`src/rtl/load_store_unit.sv`:
```
// Load/store unit: sits between the EX/MEM pipeline register and a word-addressed
// data memory. Handles byte/half/word loads with extension, sub-word stores as a
// registered read-modify-write, and rejects misaligned or out-of-range accesses
// without touching memory. One request in flight at a time.
module load_store_unit #(
  parameter int unsigned DEPTH      = 1024,
  parameter bit          BIG_ENDIAN = 1'b1
) (
  input  logic        clk,
  input  logic        rst,
  input  logic        req_valid,
  output logic        req_ready,
  input  logic        req_write,
  input  logic [1:0]  req_size,
  input  logic        req_signed,
  input  logic [31:0] req_addr,
  input  logic [31:0] req_wdata,
  output logic        resp_valid,
  output logic        resp_error,
  output logic [31:0] resp_rdata,
  output logic [31:0] mem_addr,
  output logic        mem_we,
  output logic [31:0] mem_wdata,
  input  logic [31:0] mem_rdata
);

  typedef enum logic [2:0] {
    S_IDLE,
    S_LOAD,
    S_RMW_RD,
    S_STORE,
    S_RESP
  } state_t;

  localparam logic [1:0] SZ_BYTE = 2'd0;
  localparam logic [1:0] SZ_HALF = 2'd1;
  localparam logic [1:0] SZ_WORD = 2'd2;

  state_t      r_state;
  state_t      w_next;

  logic        r_write;
  logic [1:0]  r_size;
  logic        r_signed;
  logic [1:0]  r_offset;
  logic [31:0] r_mem_addr;
  logic [31:0] r_wdata;
  logic        r_error;
  logic [31:0] r_merge;
  logic [31:0] r_rdata;

  logic        w_accept;
  logic        w_error;
  logic [1:0]  w_byte_lane;
  logic        w_half_lane;
  logic [7:0]  w_byte;
  logic [15:0] w_half;
  logic [31:0] w_load_data;

  assign w_accept = req_valid & req_ready;

  // Classify the incoming request: bad size, misalignment, or word index past the end.
  assign w_error = (req_size == 2'd3)
                 || ((req_size == SZ_HALF) && req_addr[0])
                 || ((req_size == SZ_WORD) && (req_addr[1:0] != 2'b00))
                 || ({2'b00, req_addr[31:2]} >= 32'(DEPTH));

  // Physical lane inside the 32-bit word for the latched byte offset.
  assign w_byte_lane = BIG_ENDIAN ? ~r_offset    : r_offset;
  assign w_half_lane = BIG_ENDIAN ? ~r_offset[1] : r_offset[1];

  assign mem_addr   = r_mem_addr;
  assign resp_rdata = r_rdata;

  // State register.
  always_ff @(posedge clk) begin
    // NOTE: sequential state uses non-blocking assignments so every register
    // samples pre-edge values regardless of block ordering.
    if (rst) r_state <= S_IDLE;
    else     r_state <= w_next;
  end

  // Next-state and control outputs.
  always_comb begin
    // NOTE: every output gets a default first so no path leaves one unassigned
    // (which would infer a latch).
    w_next     = r_state;
    req_ready  = 1'b0;
    resp_valid = 1'b0;
    resp_error = 1'b0;
    mem_we     = 1'b0;
    case (r_state)
      S_IDLE: begin
        req_ready = 1'b1;
        if (w_accept) begin
          if (w_error)               w_next = S_RESP;
          else if (!req_write)       w_next = S_LOAD;
          else if (req_size == SZ_WORD) w_next = S_STORE;
          else                       w_next = S_RMW_RD;
        end
      end
      S_LOAD:   w_next = S_RESP;
      S_RMW_RD: w_next = S_STORE;
      S_STORE: begin
        mem_we = ~rst;
        w_next = S_RESP;
      end
      S_RESP: begin
        resp_valid = 1'b1;
        resp_error = r_error;
        w_next     = S_IDLE;
      end
      default: w_next = S_IDLE;
    endcase
  end

  // Latch the request fields on accept.
  always_ff @(posedge clk) begin
    if (rst) begin
      r_write    <= 1'b0;
      r_size     <= 2'd0;
      r_signed   <= 1'b0;
      r_offset   <= 2'd0;
      r_mem_addr <= 32'd0;
      r_wdata    <= 32'd0;
      r_error    <= 1'b0;
    end else if (w_accept) begin
      r_write    <= req_write;
      r_size     <= req_size;
      r_signed   <= req_signed;
      r_offset   <= req_addr[1:0];
      r_mem_addr <= {2'b00, req_addr[31:2]};
      r_wdata    <= req_wdata;
      r_error    <= w_error;
    end
  end

  // Load lane selection with sign/zero extension, and store word merge.
  always_comb begin
    w_byte      = mem_rdata[{w_byte_lane, 3'b000} +: 8];
    w_half      = mem_rdata[{w_half_lane, 4'b0000} +: 16];
    w_load_data = mem_rdata;
    case (r_size)
      SZ_BYTE: w_load_data = {{24{w_byte[7] & r_signed}}, w_byte};
      SZ_HALF: w_load_data = {{16{w_half[15] & r_signed}}, w_half};
      default: w_load_data = mem_rdata;
    endcase

    mem_wdata = 32'd0;
    if ((r_state == S_STORE) && r_write) begin
      mem_wdata = r_merge;
      case (r_size)
        SZ_BYTE: mem_wdata[{w_byte_lane, 3'b000} +: 8]  = r_wdata[7:0];
        SZ_HALF: mem_wdata[{w_half_lane, 4'b0000} +: 16] = r_wdata[15:0];
        default: mem_wdata = r_wdata;
      endcase
    end
  end

  // Load result and read-modify-write merge capture.
  always_ff @(posedge clk) begin
    if (rst) begin
      r_rdata <= 32'd0;
      r_merge <= 32'd0;
    end else begin
      if (r_state == S_LOAD)   r_rdata <= w_load_data;
      if (r_state == S_RMW_RD) r_merge <= mem_rdata;
    end
  end

endmodule

```
`config.mk`:
```
export PLATFORM = sky130hd
export DESIGN_NAME = load_store_unit
export DESIGN_NICKNAME = d
export VERILOG_FILES = /design/src/rtl/load_store_unit.sv
export SDC_FILE = /design/constraint.sdc
export NUM_CORES = 1
export LEC_CHECK = 0
export CORE_UTILIZATION = 46
export CTS_CLUSTER_SIZE = 40
export DETAILED_ROUTE_END_ITERATION = 10
export PLACE_DENSITY = 0.8
export SLEW_MARGIN = 5
export SYNTH_ARGS = -nofsm -noshare
export SYNTH_HDL_FRONTEND = slang
export SYNTH_SLANG_ARGS = --single-unit
```
`constraint.sdc`:
```
create_clock -name clk -period 3.41 [get_ports clk]
set_clock_uncertainty 0.05 [all_clocks]
set_input_delay 0.682 -clock clk [delete_from_list [all_inputs] [get_ports clk]]
set_output_delay 0.682 -clock clk [all_outputs]
set_load 0.01 [all_outputs]
```
==> results of run 1 <==
[worst min-delay path by stage]
stage,to,slack (ns),from
floorplan,r_error$_SDFFE_PP0P_,0.38,r_error$_SDFFE_PP0P_
global placement,r_error$_SDFFE_PP0P_,0.39,r_error$_SDFFE_PP0P_
detailed placement,mem_addr[16]$_SDFFE_PP0P_,0.40,mem_addr[16]$_SDFFE_PP0P_
CTS,mem_addr[16]$_SDFFE_PP0P_,0.40,mem_addr[16]$_SDFFE_PP0P_
global route,mem_addr[19]$_SDFFE_PP0P_,0.42,mem_addr[19]$_SDFFE_PP0P_
finish,mem_addr[21]$_SDFFE_PP0P_,0.40,mem_addr[21]$_SDFFE_PP0P_
[critical path: cells and delay by family (launching register included)]
family / cells / cell delay (ns)
AOI/OAI and AO/OA: 3 / 0.55
DFF: 1 / 0.40
buffers and inverters: 4 / 0.71
adders and majority gates: 1 / 0.30
and+or+nand+nor: 1 / 0.25
[placed cells by master (no fill, tap or decap), types with 10 or more instances in the layout]
master           instances
a211oi_1                24
a21oi_1                130
a221oi_1                15
a22oi_1                 11
buf_4                   25
clkbuf_16               17
clkdlybuf4s50_1        182
dfxtp_1                133
nand2_1                222
nor2_1                  56
nor2b_1                 10
nor3_1                  11
[power by group]
part           switching (uW)  internal, uW  total, uW
Sequential               46.3          1640       1680
Combinational             265           253        518
Clock                     706          1320       2020
Total                    1020          3210       4220
[final cells by class]
cell class              instances  area, sq um  share of cell area, %
flip-flops and latches        136         2730                   29.8
inverters                       7         26.3                  0.287
multi-input cells             592         3320                   36.3
clock inverters                12          198                   2.16
repair buffers                226         2220                   24.2
clock buffers                  20          447                   4.88
well taps                     176          220                   2.40
[flip-flops by register name, summed over array words and instances (netlist names)]
register / count
r_size: 2
r_state: 3
r_offset: 2
mem_addr: 30
resp_rdata: 32
r_write: 1
r_merge: 32
r_wdata: 32
r_error: 1
r_signed: 1
[cell families after synthesis]
logic type,Yosys count
DFF,136
buffers and inverters,75
AOI/OAI and AO/OA,232
other,1
muxes,20
and+or+nand+nor,333
adders and majority gates,5
[metrics by stage]
step	power [uW]	std cells	utilization, %
global placement	2200	1132	63.2
CTS	4220	1166	68.2
global route	4360	1169	69.2
floorplan	1940	803	-
finish	4220	1169	69.2
detailed placement	2210	1132	63.2
[timing repair]
action	in CTS	in global routing
setup buffers	2	3
endpoints found under the setup margin	31	31
gates resized for setup	14	26
pin swaps	1	2
[metal layers]
layer	vias to the layer above	share of wire (%)	track usage (%)
met5	-	0	0
met4	0	3.3	12.3
met3	62	12	11.9
met2	398	45	45.2
met1	3099	40	36.8
li1	3172	-	-
==> out/results.tsv, run 1 <==
metric	value	unit
hpwl	14.4	mm
fin_nets	1088	
drive_above_1_share	9.47	%
max_slew_margin	23.3	%
worst-r2r-setup-slack	1.07	ns
status	finished clean	
crit_fanout	8	
vias_per_cell	5.76	
synth-seq-area-share	43.5	%
final.setup.tns	0	ns
vdd_drop_max	0.000342	V
synth_ff_type	dfxtp_1	
cp.arrival	2.63	ns
crit_end	mem_wdata[30]	
synth_compound_area_share	24.2	%
grt_max_degree	79	
r2r_cells	5	
wire_per_inst	17.8	microns
setup_slack	0.0462	ns
syn_area	6250	sq um
crit_path_start_kind	flip-flop	
holdBufCountCts	0	
grt_pass1_vias	6176	
hold_path.class	reg2reg	
cts-root-buf	clkbuf_16	
gp_congestion	0.910	
end_kind	primary output	
routed_wl	20.8	mm
die_x	119	microns
htree_levels	4	
dpl_cell_area	8360	sq um
fin_hold_ws	0.401	ns
grt_pass1_wl	32.4	mm
numCtsBuffers	17	
p_per_area	461	nW/um^2
dr_total_vias	6731	
fp-row-count	42	
synth_edf_count	0	
r2r-start	r_offset[1]$_SDFFE_PP0P_	
clk_latency	0.43	ns
syn_to_final_growth	46.4	%
crit_slowest_cell	dfxtp_1	
worstPathCellList	inv_1 > ha_1 > buf_4 > nor4b_4 > buf_6 > a221oi_1 > a211o_1 > a21oi_1 > dlygate4sd2_1	
synth-simple-area-share	22.5	%
maxSlewViolCount	0	
worst_slew_pin_slew	1.15	ns
worst_path_largest_cell_delay	0.40	ns
startpoint	r_offset[1]$_SDFFE_PP0P_	
synth.distinct_cells	46	
detailedPlace.worstSlack	-0.176	ns
n_antenna_cell	0	
path_clk_slew	0.06	ns
yosysWarnings	0	
fin_crit_sh	98.6	%
synth-async-reset-ratio	0	%
critPathKind	reg2out	
drcViolationCount	0	
cts.sinks	136	
synthMuxAreaShare	3.60	%
yosys.cell_count.top_type	nand2_1	
first_pass_iters	6	
r2r_end	resp_rdata[21]$_SDFFE_PP0N_	
dieArea	14100	sq um
cts_tree	done	
synth-seq-cells	136	
finalHoldViolations	0	
clock_path_buffers	2	
floorplan.initialDensity	47.2	%
fmax	297	MHz
ios	203	
netlist_instances	802	
fill_cells	1139	
synth.avg_cell_area	7.80	sq um
grt.overflow.total	0	
synthTopCellsByArea	dfxtp_1 (44%), nand2_1 (13%), a21oi_1 (10%)	
fin_area	9160	sq um
core-area	13200	sq um
track_usage	29.6	%
p_leak	0.00335	uW
synthAdderAreaFrac	1.00	%
antenna_found_initial	0	
die_h	119	microns
synth_top_area_cell	dfxtp_1	
drtIter0Drc	901	
postRouteAntennaNets	0	
yosys-top-cells-count	nand2_1 (223), dfxtp_1 (136), a21oi_1 (131), nor2_1 (57), clkbuf_1 (47)	
period_needed	3.36	ns
cp.required	2.68	ns
port_buffers	200	
setup_viol_count_final	0	
synth_xor_area_share	0	%
yosysTopAreaCellShare	43.5	%
whs_path_depth	2	
synth_top_family_by_area	compound AO/OA/AOI/OAI gates	
max-cap-violations	0	
No activity file was read; power rests on OpenSTA's default activity.
==> inputs of run 2 (changes only) <==
CORE_UTILIZATION = 40   (was 46)
PLACE_DENSITY = 0.71   (was 0.8)
==> run 2 against run 1 <==
Net effect:
- clock power shrank 13%
- power decreased by 6.4%
- highest routed layer unchanged
- final cell count up 2.7%
- largest cell class unchanged
- hold slack hardly changed
- worst setup slack better by 0.072 ns
- sequential share of layout area increased by 0.24 points
==> out/results.tsv, run 2 (same netlist as run 1, synthesis figures left out) <==
metric	value	unit	change
clk_latency	0.41	ns	was 0.43 ns
layout_commonest_cell	nand2_1		unchanged
cp.required	2.68	ns	about the same
netSwitchingFraction	23.9	%	was 24.1%
fin_area	9090	sq um	was 9160 sq um
drive_above_1_share	9.10	%	was 9.47%
p_switching	945	uW	was 1020 uW
floorplan.initialDensity	41.0	%	was 47.2%
whs_path_depth	2		unchanged
top_layer	met4		unchanged
path_clk_slew	0.06	ns	about the same
grt_pass1_wl	32.9	mm	was 32.4 mm
critPathKind	reg2out		unchanged
crit_slowest_cell	dfxtp_2		was dfxtp_1
port_buffers	200		unchanged
post-place-cells	1169		was 1132
p_leak	0.00326	uW	was 0.00335 uW
utilization	59.6	%	was 69.2%
routed_wl	21.1	mm	was 20.8 mm
core-area	15300	sq um	was 13200 sq um
crit_top_cell	buf_4		
finalHoldViolations	0		unchanged
first_pass_iters	6		unchanged
end_kind	primary output		unchanged
dpl_cell_area	8420	sq um	was 8360 sq um
track_usage	26.3	%	was 29.6%
htree_levels	4		unchanged
total_power	3950	uW	was 4220 uW
drcViolationCount	0		unchanged
met2WireLength	9.94	mm	was 9.34 mm
cts-root-buf	clkbuf_16		unchanged
p_per_area	435	nW/um^2	was 461 nW/um^2
fin_nets	1088		unchanged
syn_to_final_growth	45.3	%	was 46.4%
numCtsBuffers	17		unchanged
drtIter0Drc	621		was 901
fmax	304	MHz	was 297 MHz
seq_power_share	42.7	%	was 39.9%
cts.sinks	136		unchanged
status	finished clean		unchanged
hold_end	mem_addr[10]$_SDFFE_PP0P_		was mem_addr[21]$_SDFFE_PP0P_
n_antenna_cell	0		unchanged
dieArea	16100	sq um	was 14100 sq um
final_cells	1200		was 1169
max_slew_margin	23.4	%	was 23.3%
r2r_end	resp_rdata[3]$_SDFFE_PP0N_		was resp_rdata[21]$_SDFFE_PP0N_
grt_pass1_vias	6146		was 6176
crit_buf_inv	4		unchanged
worst-r2r-setup-slack	1.21	ns	was 1.07 ns
worst_slew_pin_slew	1.15	ns	about the same
dr_total_vias	6520		was 6731
fp-row-count	45		was 42
worst_path_largest_cell_delay	0.35	ns	was 0.40 ns
ios	203		unchanged
max-cap-violations	0		unchanged
fin_hold_ws	0.401	ns	about the same
critical_path.top_delay_family	buffers and inverters		unchanged
maxSlewViolCount	0		unchanged
period_needed	3.29	ns	was 3.36 ns
drt-met1-wl	9.05	mm	was 8.30 mm
postRouteAntennaNets	0		unchanged
power_frac_comb	13.1	%	was 12.3%
min-delay-start	mem_addr[10]$_SDFFE_PP0P_		was mem_addr[21]$_SDFFE_PP0P_
intPower	3010	uW	was 3210 uW
r2r_cells	4		was 5
rsz0062_at_grt	yes		
clock_path_buffers	2		unchanged
crit_fanout	6		was 8
vias_per_cell	5.43		was 5.76
grt.overflow.total	0		unchanged
cts_tree	done		unchanged
p_clk_share	44.3	%	was 47.8%
worstPathCellList	inv_1 > ha_1 > buf_4 > nor4b_4 > buf_4 > a221oi_1 > a211o_1 > a21oi_1 > clkdlybuf4s15_1		was inv_1 > ha_1 > buf_4 > nor4b_4 > buf_6 > a221oi_1 > a211o_1 > a21oi_1 > dlygate4sd2_1
die_h	127	microns	was 119 microns
fin_crit_sh	96.5	%	was 98.6%
cp.arrival	2.56	ns	was 2.63 ns
holdBufCountCts	0		unchanged
setup_viol_count_final	0		unchanged
vdd_drop_max	0.000351	V	was 0.000342 V
hold_path.class	reg2reg		unchanged
crit_path_start_kind	flip-flop		unchanged
final_cell_mix	nand2_1 (222), clkdlybuf4s50_1 (184), dfxtp_1 (132), a21oi_1 (130), nor2_1 (56)		was nand2_1 (222), clkdlybuf4s50_1 (182), dfxtp_1 (133), a21oi_1 (130), nor2_1 (56)
r2r-start	r_size[1]$_SDFFE_PP0P_		was r_offset[1]$_SDFFE_PP0P_
hpwl	14.8	mm	was 14.4 mm
antenna_found_initial	0		unchanged
gp_congestion	0.910		about the same
wl_met3	1.83	mm	was 2.49 mm
die_x	127	microns	was 119 microns
wire_per_inst	17.6	microns	was 17.8 microns
grt_max_degree	73		was 79
run 2: cell types whose count changed in the layout (fill, tap and decap cells not counted), moves of 2 or more:
| cell | delta |
|---|---|
| clkinvlp_4 | -2 |
| dlygate4sd2_1 | -2 |
| dlymetal6s2s_1 | -2 |
| clkdlybuf4s50_1 | +2 |
| clkbuf_1 | +2 |
| clkbuf_8 | +2 |
| bufinv_16 | -3 |
run 2: final cells by class:
cell class,instances,area [sq um]
multi-input combinational,592,3310
clock buffer,24,482
sequential,136,2730
tap,211,264
clock inverter,4,70.1
inverter,7,26.3
timing repair buffer,226,2210
fill,1407,6170
run 2: worst max-delay path by stage:
| stage | startpoint | to | slack (ns) | cells past startpoint |
|---|---|---|---|---|
| 4_1_cts | r_offset[1]$_SDFFE_PP0P_ | mem_wdata[17] | -0.02 | 8 |
| 2_1_floorplan | r_offset[1]$_SDFFE_PP0P_ | mem_wdata[31] | 0.60 | 8 |
| 3_3_place_gp | r_offset[1]$_SDFFE_PP0P_ | mem_wdata[15] | -0.18 | 7 |
| 5_1_grt | r_offset[1]$_SDFFE_PP0P_ | mem_wdata[14] | -0.02 | 8 |
| 6_report | r_offset[0]$_SDFFE_PP0P_ | mem_wdata[27] | 0.12 | 9 |
| 3_5_place_dp | r_offset[1]$_SDFFE_PP0P_ | mem_wdata[15] | -0.17 | 7 |
run 2: power groups by stage:
stage                     Combinational [uW]  Sequential, uW  Clock, uW
after floorplan                          236            1710          0
after global placement                   495            1720          0
after detailed placement                 494            1720          0
after CTS                                510            1680       1780
after global routing                     558            1690       1860
final                                    517            1690       1750
run 2: timing repair:
action / in CTS / in global routing
pin swaps: 2 / 4
setup buffers: 2 / 1
setup endpoints to repair: 32 / 32
gates resized for setup: 18 / 22
run 2: per-stage QoR:
step,setup TNS (ns),setup WS [ns]
global route,-0.0572,-0.0163
finish,0,0.118
floorplan,0,0.600
detailed placement,-0.984,-0.174
CTS,-0.0473,-0.0237
global placement,-0.948,-0.177
run 2: worst min-delay path, cell delays in order, from the launching register on:
cell and delay [ns]:
dfxtp_1 0.30, nand2_1 0.05, a21oi_1 0.05
run 2: routing by layer:
metal  global-route usage, %  vias up
met5                       0        -
met4                    7.56        0
met3                    7.45       18
met2                    42.7      300
met1                    33.9     3043
li1                        -     3159
==> inputs of run 3 (changes only) <==
RECOVER_POWER = 25   (was not set)
==> run 3 against run 2 <==
Net effect:
- register-to-register slack got worse by 0.82 ns
- non-clock buffer count did not move
- first-iteration DRC count rose by 4.2%
- via count rose by 0.51%
- highest routed layer unchanged
- critical path type unchanged
- clock-buffer cell count did not move
- global-route usage did not move
- core utilization fell by 0.082 points
- clock power barely moved
- worst setup slack got worse by 0.0036 ns
- combinational power fell by 0.8%
- flip-flop and latch count did not move
==> out/results.tsv, run 3 (same netlist as run 1, synthesis figures left out) <==
metric	value	unit	change
die_x	127	microns	unchanged
track_usage	26.3	%	unchanged
numCtsBuffers	17		unchanged
drcViolationCount	0		unchanged
max_slew_margin	21.1	%	was 23.4%
ios	203		unchanged
finalHoldViolations	0		unchanged
drt-met1-wl	9.11	mm	was 9.05 mm
fmax	303	MHz	was 304 MHz
max-cap-violations	0		unchanged
cp.required	2.68	ns	about the same
wl_met3	1.86	mm	was 1.83 mm
met2WireLength	9.86	mm	was 9.94 mm
cp.arrival	2.56	ns	about the same
top_layer	met4		unchanged
layout_commonest_cell	nand2_1		unchanged
htree_levels	4		unchanged
maxSlewViolCount	0		unchanged
fin_crit_sh	96.6	%	was 96.5%
grt.overflow.total	0		unchanged
period_needed	3.30	ns	was 3.29 ns
dieArea	16100	sq um	unchanged
clk_latency	0.41	ns	about the same
dr_total_vias	6553		was 6520
antenna_found_initial	0		unchanged
utilization	59.5	%	was 59.6%
port_buffers	200		unchanged
drive_above_1_share	8.80	%	was 9.10%
post-place-cells	1169		unchanged
setup_viol_count_final	0		unchanged
postRouteAntennaNets	0		unchanged
status	finished clean		unchanged
first_pass_iters	6		unchanged
grt_pass1_wl	32.9	mm	unchanged
clock_path_buffers	2		unchanged
fp-row-count	45		unchanged
p_leak	0.00328	uW	was 0.00326 uW
crit_top_cell	buf_4		unchanged
worst_path_largest_cell_delay	0.48	ns	was 0.35 ns
final_cells	1200		unchanged
holdBufCountCts	0		unchanged
vias_per_cell	5.46		was 5.43
rsz0062_at_grt	yes		unchanged
crit_fanout	7		was 6
end_kind	primary output		unchanged
cts_tree	done		unchanged
path_clk_slew	0.06	ns	about the same
fin_nets	1088		unchanged
core-area	15300	sq um	unchanged
cts.sinks	136		unchanged
drtIter0Drc	647		was 621
floorplan.initialDensity	41.0	%	unchanged
die_h	127	microns	unchanged
syn_to_final_growth	45.1	%	was 45.3%
wire_per_inst	17.6	microns	about the same
critPathKind	reg2out		unchanged
hold_path.class	reg2reg		unchanged
vdd_drop_max	0.000351	V	about the same
p_per_area	436	nW/um^2	was 435 nW/um^2
grt_pass1_vias	6146		unchanged
routed_wl	21.2	mm	was 21.1 mm
n_antenna_cell	0		unchanged
cts-root-buf	clkbuf_16		unchanged
gp_congestion	0.910		unchanged
crit_slowest_cell	clkdlybuf4s50_1		was dfxtp_2
hpwl	14.8	mm	unchanged
final_cell_mix	nand2_1 (222), clkdlybuf4s50_1 (177), dfxtp_1 (132), a21oi_1 (130), nor2_1 (56)		was nand2_1 (222), clkdlybuf4s50_1 (184), dfxtp_1 (132), a21oi_1 (130), nor2_1 (56)
crit_path_start_kind	flip-flop		unchanged
worst_slew_pin_slew	1.18	ns	was 1.15 ns
worstPathCellList	inv_1 > buf_4 > ha_1 > nor4bb_4 > buf_4 > a22o_1 > a222oi_1 > nor2_1 > clkdlybuf4s50_1		was inv_1 > ha_1 > buf_4 > nor4b_4 > buf_4 > a221oi_1 > a211o_1 > a21oi_1 > clkdlybuf4s15_1
grt_max_degree	73		unchanged
[run 3: cell types whose count changed in the layout (fill, tap and decap cells not counted)]
cell | previous run | this run
and2_0 | 0 | 1
and2_2 | 1 | 0
buf_12 | 1 | 0
buf_4 | 26 | 25
clkbuf_1 | 4 | 5
clkdlybuf4s50_1 | 184 | 177
dlygate4sd3_1 | 0 | 7
dlymetal6s4s_1 | 0 | 1
[run 3: cell type report]
cell class | count | area [sq um]
timing repair buffer | 226 | 2200
inverter | 7 | 26.3
multi-input combinational | 592 | 3310
clock buffer | 24 | 482
tap | 211 | 264
fill | 1410 | 6180
clock inverter | 4 | 70.1
sequential | 136 | 2730
[run 3: power by group]
group	internal, uW	switching [uW]	total (uW)	leakage, uW
sequential	1640	47.4	1690	0.00111
clock	1120	639	1750	0.000272
combinational	251	262	513	0.00190
[run 3: critical path, delay by kind of cell, from the launching register on]
kind,cells,cell delay (ns)
simple gates,2,0.23
flops,1,0.35
fa+ha+maj,1,0.21
compound gates,2,0.51
buf+inv,4,0.85
[run 3: what timing repair did]
| action | 4_1_cts | 5_1_grt |
|---|---|---|
| setup buffers | 2 | 1 |
| pin swaps | 2 | 4 |
| gates resized for setup | 18 | 22 |
| setup endpoints to repair | 32 | 32 |
| hold endpoints to repair | 0 | 0 |
[run 3: metrics by stage]
stage	hold slack (ns)	setup TNS, ns	cell area, sq um	power (uW)	worst slack (ns)
finish	0.401	0	9080	3950	0.114
global route	0.411	-0.0572	9080	4110	-0.0163
CTS	0.403	-0.0473	9030	3980	-0.0237
detailed placement	0.396	-0.984	8420	2210	-0.174
global placement	0.391	-0.948	8420	2210	-0.177
floorplan	0.382	0	6260	1940	0.600
[run 3: path summary, 6_finish.rpt]
| path | from | slack (ns) | cells past startpoint | to |
|---|---|---|---|---|
| max | r_offset[0]$_SDFFE_PP0P_ | 0.11 | 9 | mem_wdata[14] |
| min reg2reg | mem_addr[10]$_SDFFE_PP0P_ | 0.40 | 2 | mem_addr[10]$_SDFFE_PP0P_ |
| min | mem_addr[10]$_SDFFE_PP0P_ | 0.40 | 2 | mem_addr[10]$_SDFFE_PP0P_ |
| max reg2reg | r_state[1]$_SDFFE_PP0P_ | 0.39 | 5 | r_offset[0]$_SDFFE_PP0P_ |
[run 3: metal layers]
layer | vias up | track usage, %
met2 | 308 | 42.7
met5 | - | 0
li1 | 3160 | -
met3 | 19 | 7.45
met4 | 0 | 7.56
met1 | 3066 | 33.9
